`src/rtl/mem_bus_master.sv`:
```
// Single-initiator master for the simple memory bus: one command in, one bus
// transaction out, one response back. Optional abort timer: MEM_BUS_MASTER_TIMEOUT_EN.
module mem_bus_master #(
    parameter int ADDR_W         = 32,
    parameter int TIMEOUT_CYCLES = 255
) (
    input  logic              mem_clk,
    input  logic              rst_n,
    input  logic              cmd_valid,
    output logic              cmd_ready,
    input  logic [ADDR_W-1:0] cmd_addr,
    input  logic [31:0]       cmd_wdata,
    input  logic [3:0]        cmd_wstrb,
    output logic              rsp_valid,
    input  logic              rsp_ready,
    output logic [31:0]       rsp_rdata,
    output logic              rsp_err,
    output logic              mem_valid,
    output logic [ADDR_W-1:0] mem_addr,
    output logic [31:0]       mem_wdata,
    output logic [3:0]        mem_wstrb,
    input  logic              mem_ready,
    input  logic [31:0]       mem_rdata
);

    // Handshakes: a transfer happens on a rising edge where valid and ready are
    // both high; the sender holds valid and payload stable until that edge.
    typedef enum logic [1:0] {
        ST_IDLE = 2'd0,
        ST_BUS  = 2'd1,
        ST_RESP = 2'd2
    } state_t;

    // Exposed for checkers bound onto this module.
    state_t state;
    state_t state_next;

    localparam logic [15:0] TMO_LAST = 16'(TIMEOUT_CYCLES - 1);

    logic cmd_take;
    logic bus_done;
    logic bus_abort;
    logic rsp_take;

    always_ff @(posedge mem_clk or negedge rst_n) begin
        if (!rst_n) begin
            state <= ST_IDLE;
        end else begin
            state <= state_next;
        end
    end

    always_comb begin
        state_next = state;
        case (state)
            ST_IDLE: if (cmd_valid)             state_next = ST_BUS;
            ST_BUS:  if (mem_ready || bus_abort) state_next = ST_RESP;
            ST_RESP: if (rsp_ready)             state_next = ST_IDLE;
            default:                            state_next = ST_IDLE;
        endcase
    end

    always_comb begin
        cmd_ready = (state == ST_IDLE);
        cmd_take  = (state == ST_IDLE) && cmd_valid;
        bus_done  = (state == ST_BUS) && mem_ready;
        rsp_take  = (state == ST_RESP) && rsp_ready;
    end

    // Bus side: request fields are zeroed whenever no transaction is in flight.
    always_ff @(posedge mem_clk or negedge rst_n) begin
        if (!rst_n) begin
            mem_valid <= 1'b0;
            mem_addr  <= '0;
            mem_wdata <= '0;
            mem_wstrb <= '0;
        end else if (cmd_take) begin
            mem_valid <= 1'b1;
            mem_addr  <= cmd_addr;
            mem_wdata <= cmd_wdata;
            mem_wstrb <= cmd_wstrb;
        end else if (bus_done || bus_abort) begin
            mem_valid <= 1'b0;
            mem_addr  <= '0;
            mem_wdata <= '0;
            mem_wstrb <= '0;
        end
    end

    // Response side: read data is captured only in the completing cycle of a read.
    always_ff @(posedge mem_clk or negedge rst_n) begin
        if (!rst_n) begin
            rsp_valid <= 1'b0;
            rsp_rdata <= '0;
        end else if (bus_done) begin
            rsp_valid <= 1'b1;
            rsp_rdata <= (mem_wstrb == 4'b0000) ? mem_rdata : 32'd0;
        end else if (bus_abort) begin
            rsp_valid <= 1'b1;
            rsp_rdata <= 32'd0;
        end else if (rsp_take) begin
            rsp_valid <= 1'b0;
            rsp_rdata <= 32'd0;
        end
    end

`ifdef MEM_BUS_MASTER_TIMEOUT_EN
    logic [15:0] tmo_cnt;
    logic        rsp_err_q;

    // Counts BUS cycles without mem_ready; aborts at the end of the last allowed one.
    always_ff @(posedge mem_clk or negedge rst_n) begin
        if (!rst_n) begin
            tmo_cnt <= 16'd0;
        end else if (cmd_take) begin
            tmo_cnt <= 16'd0;
        end else if ((state == ST_BUS) && !mem_ready) begin
            tmo_cnt <= tmo_cnt + 16'd1;
        end
    end

    assign bus_abort = (state == ST_BUS) && !mem_ready && (tmo_cnt == TMO_LAST);

    always_ff @(posedge mem_clk or negedge rst_n) begin
        if (!rst_n) begin
            rsp_err_q <= 1'b0;
        end else if (bus_done) begin
            rsp_err_q <= 1'b0;
        end else if (bus_abort) begin
            rsp_err_q <= 1'b1;
        end else if (rsp_take) begin
            rsp_err_q <= 1'b0;
        end
    end

    assign rsp_err = rsp_err_q;
`else
    logic unused_tmo;

    assign unused_tmo = ^TMO_LAST;
    assign bus_abort  = 1'b0;
    assign rsp_err    = 1'b0;
`endif

endmodule

```
`config.mk`:
```
export PLATFORM = sky130hd
export DESIGN_NAME = mem_bus_master
export DESIGN_NICKNAME = d
export VERILOG_FILES = /design/src/rtl/mem_bus_master.sv
export SDC_FILE = /design/constraint.sdc
export NUM_CORES = 1
export LEC_CHECK = 0
export CORE_ASPECT_RATIO = 0.8
export CORE_MARGIN = 4
export CORE_UTILIZATION = 35
export DETAILED_ROUTE_END_ITERATION = 8
export PLACE_DENSITY = 0.75
export SLEW_MARGIN = 5
export SYNTH_ARGS = -nofsm -noshare
export SYNTH_HDL_FRONTEND = slang
export SYNTH_SLANG_ARGS = --single-unit
```
`constraint.sdc`:
```
create_clock -name mem_clk -period 3.13 [get_ports mem_clk]
set_clock_uncertainty 0.1 [all_clocks]
set_input_delay 0.7825 -clock mem_clk [delete_from_list [all_inputs] [get_ports mem_clk]]
set_output_delay 0.7825 -clock mem_clk [all_outputs]
set_load 0.02 [all_outputs]
```
==> results of run 1 <==
-- power breakdown --
part | switching (mW) | internal, mW | total [mW]
Clock | 0.493 | 0.629 | 1.12
Combinational | 1.68 | 1.72 | 3.41
Sequential | 0.409 | 1.99 | 2.40
Total | 2.58 | 4.34 | 6.92
-- final cells by class --
type | instances | area share
clock inverter | 7 | 0.0125
inverter | 2 | 0.00121
multi-input combinational | 116 | 0.161
sequential | 104 | 0.419
tap | 140 | 0.0282
timing repair buffer | 212 | 0.342
clock buffer | 9 | 0.0363
-- registers in the layout (all words and copies together), names as in the netlist --
name / count
mem_addr: 32
state: 2
rsp_rdata: 32
mem_valid: 1
rsp_valid: 1
mem_wstrb: 4
mem_wdata: 32
-- worst max path at each step --
stage	end	slack [ns]	cells after the start
final	cmd_ready	0.59	2
after floorplan	mem_wdata[24]	1.28	5
after global placement	mem_wdata[25]	0.56	5
after detailed placement	mem_wdata[11]	0.47	5
after global routing	cmd_ready	0.52	2
after CTS	cmd_ready	0.59	2
-- metrics by stage --
stage / hold slack (ns) / util
CTS: 0.400 / 0.604
finish: 0.387 / 0.604
floorplan: 0.387 / -
detailed placement: 0.381 / 0.574
global placement: 0.368 / 0.574
global route: 0.413 / 0.604
-- synth_stat cells, drive strengths merged --
cell type  instances  area share
or4                1      0.0020
o21ai              2      0.0027
nand3b             1      0.0020
dfrtp            104        0.70
and3b              1      0.0024
buf               15       0.022
a211oi             1      0.0020
a21oi              1      0.0013
conb               1      0.0010
a21o               1      0.0020
inv                2      0.0020
a31oi              1      0.0017
clkbuf             8      0.0081
nor2               4      0.0054
a31o               1      0.0024
a22o             100        0.24
nor3b              1      0.0051
-- layout by cell type, fill, tap and decap left out, types with 2 or more instances in the layout --
master,netlist,routed
nor2_1,2,2
dfrtp_1,104,104
buf_4,2,5
clkbuf_16,0,9
inv_1,2,2
o21ai_0,2,2
clkdlybuf4s50_1,0,206
a22o_1,100,100
inv_6,0,3
-- logic make-up (layout without fill, tap and decap cells) --
logic type | after synthesis | in the layout | share of synthesized area
compound gates | 107 | 107 | 0.248
buf+inv | 25 | 230 | 0.0317
flops | 104 | 104 | 0.702
other cells | 1 | 1 | 0.00101
simple gates | 8 | 8 | 0.0169
-- metal layers --
metal  global-route usage  routed length, um  vias to the layer above
met4               0.0417                 96                        0
met1                0.218               4390                     1452
li1                     -                  -                     1339
met2                0.293               5170                      138
met3               0.0710               1070                        7
met5                    0                  0                        -
==> impl_metrics.ini, run 1 <==
[cts]
cts_resized = 0
clkTransAtPathRegs_ns = 0.07
cts_buffer_depth = 2
cts_buffers = 9
holdBufCountCts = 0
post_cts.repair.setup_buffers = 0
tritoncts = done
htreeDepth = 3
cts_sinks = 104
clk_latency_ns = 0.33
cts-root-buf = clkbuf_16

[timing]
worstMarginPinSlew_ns = 0.719
fin_setup_tns_ns = 0
finalHoldViolations = 0
rsz0062_at_grt = no
setup_viol = 0
max_slew_margin = 0.521
fmax_ghz = 0.394
post-route-period-util = 0.812
worst_slack_ns = 0.589
slew_violations = 0
layout_min_cycle_time_ns = 2.54

[floorplan]
initial_core_util = 0.361
num_rows = 33
die_h_um = 100
dieArea_mm2 = 0.0123
boundaryPins = 209
core_mm2 = 0.0103
die_w_um = 123

[logic_synthesis]
ys_warn_count = 0
ys_seq_elements = 104
syn_area_mm2 = 0.00371
synth_cell_types = 19
syn-num-nets = 350
ys_seq_area_frac = 0.702
syn_inst = 245
syn_area_per_cell_um2 = 15.1

[worst_setup_path]
worstPathArrival_ns = 1.66
crit_family = buffers and inverters
critPathLaunchType = register
slowest_stage = clkdlybuf4s50_1
worst-path-buf-inv = 1
critPathRequiredTime_ns = 2.25
path_cells = nor2_1 > clkdlybuf4s50_1
worstSetupPathType = reg2out
worstRegToRegCells = 4
rr_startpoint = state[1]
r2r_setup_slack_ns = 1.23
timing.rr.end = mem_wdata[5]
critical-path-max-stage-delay_ns = 0.63
path_max_fanout = 8
startpoint = state[1]
cp-end-kind = output pin

[place]
dp.cells = 574
gp_congestion = 0.692
place_area_mm2 = 0.00590
hpwlAfterDp_um = 7660
pre_cts_ws_ns = 0.473
io_buffers = 207

[route]
routed_wl_um = 10700
first_pass_iters = 4
ant_nets = 0
drt_iter0_drc = 120
drc_errors = 0
wire_per_inst_um = 18.2
via_per_inst = 4.98
dr_total_vias = 2936

[global_route]
grt_max_degree = 70
grtUsageTotal = 0.176
antenna_found_initial = 0
grt-ovfl-total = 0
grt_pass1_vias = 3178
grt_pass1_wl_um = 16900

[pwr]
power_density_mw_per_mm2 = 1120
p_total_mw = 6.92
power_leakage_nw = 2.75
vdd_drop_max_mv = 0.534

[finish]
design_area_mm2 = 0.00621
multi_input_area_um2 = 998
diodes = 0
area_growth_pct = 67.4
stdcell_count = 590
fillers = 788
nNetsFinal = 550
drive_gt1_frac = 0.0600
seqCellArea_mm2 = 0.00260

[flow_run]
drv_cap = 0

[min_path]
hold_path.class = in2async

[run_status]
status = finished clean
Power figures use the tool's default switching activity.
==> inputs of run 2 (changes only) <==
Settings changed: CORE_UTILIZATION 35 to 34, PLACE_DENSITY 0.75 to 0.76.
Clock period 3.13 ns to 2.2 ns, I/O delays scaled along.
==> run 2 against run 1 <==
  * Wire length is 1.5% higher
  * Utilization hardly changed
  * Die area is 2.7% higher
  * Worst setup slack got worse by 0.41 ns
  * Combinational power up 46%
  * Flip-flop and latch count unchanged
  * Critical path depth is 1 lower
  * Sequential share of layout area fell by 0.67 points
  * Highest routed layer unchanged
==> impl_metrics.ini, run 2 (synthesized netlist as in run 1, its figures left out) <==
[worst_setup_path]
rr_startpoint = mem_wstrb[1]
slowest_stage = clkdlybuf4s50_1
worst-path-buf-inv = 1
crit_cells = 1
worstPathArrival_ns = 1.37
crit_family = buffers and inverters
path_cells = clkdlybuf4s50_1
critPathRequiredTime_ns = 1.55
critPathLaunchType = register
path_max_fanout = 3
critical-path-max-stage-delay_ns = 0.66
r2r_setup_slack_ns = 0.45
crit_path_end = mem_wstrb[1]
timing.rr.end = rsp_rdata[15]
startpoint = mem_wstrb[1]
worstRegToRegCells = 4
worstSetupPathType = reg2out
cp-end-kind = output pin

[run_status]
status = finished clean

[finish]
final_util = 0.604
area_growth_pct = 70.1
final_cell_mix = clkdlybuf4s50_1, dfrtp_1, a22o_1
top_regs = mem_addr x32, mem_wdata x32, rsp_rdata x32
design_area_mm2 = 0.00631
stdcell_count = 596
mostFrequentLayoutCell = clkdlybuf4s50_1
drive_gt1_frac = 0.0702
multi_input_area_um2 = 998
nNetsFinal = 556
fillers = 823
diodes = 0
seqCellArea_mm2 = 0.00260

[global_route]
grt_max_degree = 105
antenna_found_initial = 0
busiest_layer = met2
met2_usage = 0.275
grt_pass1_wl_um = 17300
grtUsageMet1 = 0.219
grtUsageTotal = 0.171
grt-ovfl-total = 0
met3_usage = 0.0712
grt_pass1_vias = 3141

[cts]
clk_latency_ns = 0.34
htreeDepth = 3
clkTransAtPathRegs_ns = 0.07
cts_sinks = 104
holdBufCountCts = 0
tritoncts = done
cts_buffer_depth = 2
cts_buffers = 9
cts-root-buf = clkbuf_16

[floorplan]
num_rows = 33
boundaryPins = 209
die_w_um = 125
die_h_um = 101
core_mm2 = 0.0104
initial_core_util = 0.355
dieArea_mm2 = 0.0126

[timing]
fin_setup_tns_ns = 0
rsz0062_at_grt = no
layout_min_cycle_time_ns = 2.02
max_slew_margin = 0.634
finalHoldViolations = 0
worstMarginPinSlew_ns = 0.549
fmax_ghz = 0.496
slew_violations = 0
post-route-period-util = 0.917
setup_viol = 0
worst_slack_ns = 0.183

[route]
ant_nets = 0
first_pass_iters = 4
dr_total_vias = 2982
via_per_inst = 5.00
drt_iter0_drc = 98
wire_per_inst_um = 18.3
routed_wl_um = 10900
drc_errors = 0

[place]
dp.cells = 580
place_area_mm2 = 0.00600
gp_congestion = 0.768
pre_cts_ws_ns = 0.0233
hpwlAfterDp_um = 7910
io_buffers = 207

[pwr]
vdd_drop_max_mv = 0.727
power_leakage_nw = 2.80
power_density_mw_per_mm2 = 1590

[flow_run]
drv_cap = 0

[min_path]
hold_path.class = in2async
run 2: metal layers:
metal | vias to the layer above | wire length (um) | share of wire
li1 | 1349 | - | -
met1 | 1480 | 4720 | 0.43
met2 | 144 | 5030 | 0.46
met3 | 9 | 1040 | 0.096
met4 | 0 | 92 | 0.0085
met5 | - | 0 | 0
run 2: per-stage QoR:
step / hold slack (ns) / power (mW)
after global routing: 0.234 / 10.5
final: 0.170 / 10.0
after global placement: 0.361 / 8.37
after floorplan: 0.154 / 5.83
after CTS: 0.210 / 10.1
after detailed placement: 0.380 / 8.44
run 2: power by group:
| group | switching [mW] | internal, mW |
|---|---|---|
| sequential | 0.580 | 2.83 |
| clock | 0.667 | 0.947 |
| combinational | 2.42 | 2.56 |
run 2: area by class of cell:
type	count	share of cell area
clock inverter	4	0.00833
timing repair buffer	218	0.351
tap	140	0.0278
clock buffer	12	0.0407
sequential	104	0.413
inverter	2	0.00119
multi-input combinational	116	0.158
run 2: worst min path at each step:
stage | start | to | slack, ns | cells after the start
floorplan | rst_n | mem_addr[0] | 0.15 | 0
global placement | mem_valid | mem_valid | 0.36 | 1
detailed placement | rsp_rdata[27] | rsp_rdata[27] | 0.38 | 1
CTS | rst_n | mem_addr[4] | 0.21 | 2
global route | rst_n | rsp_rdata[18] | 0.23 | 2
finish | rst_n | rsp_rdata[18] | 0.17 | 2
run 2: timing repair:
action                                  CTS  global route
gates resized for setup                   1             0
endpoints found under the setup margin    1             0
buffers inserted                          0             0
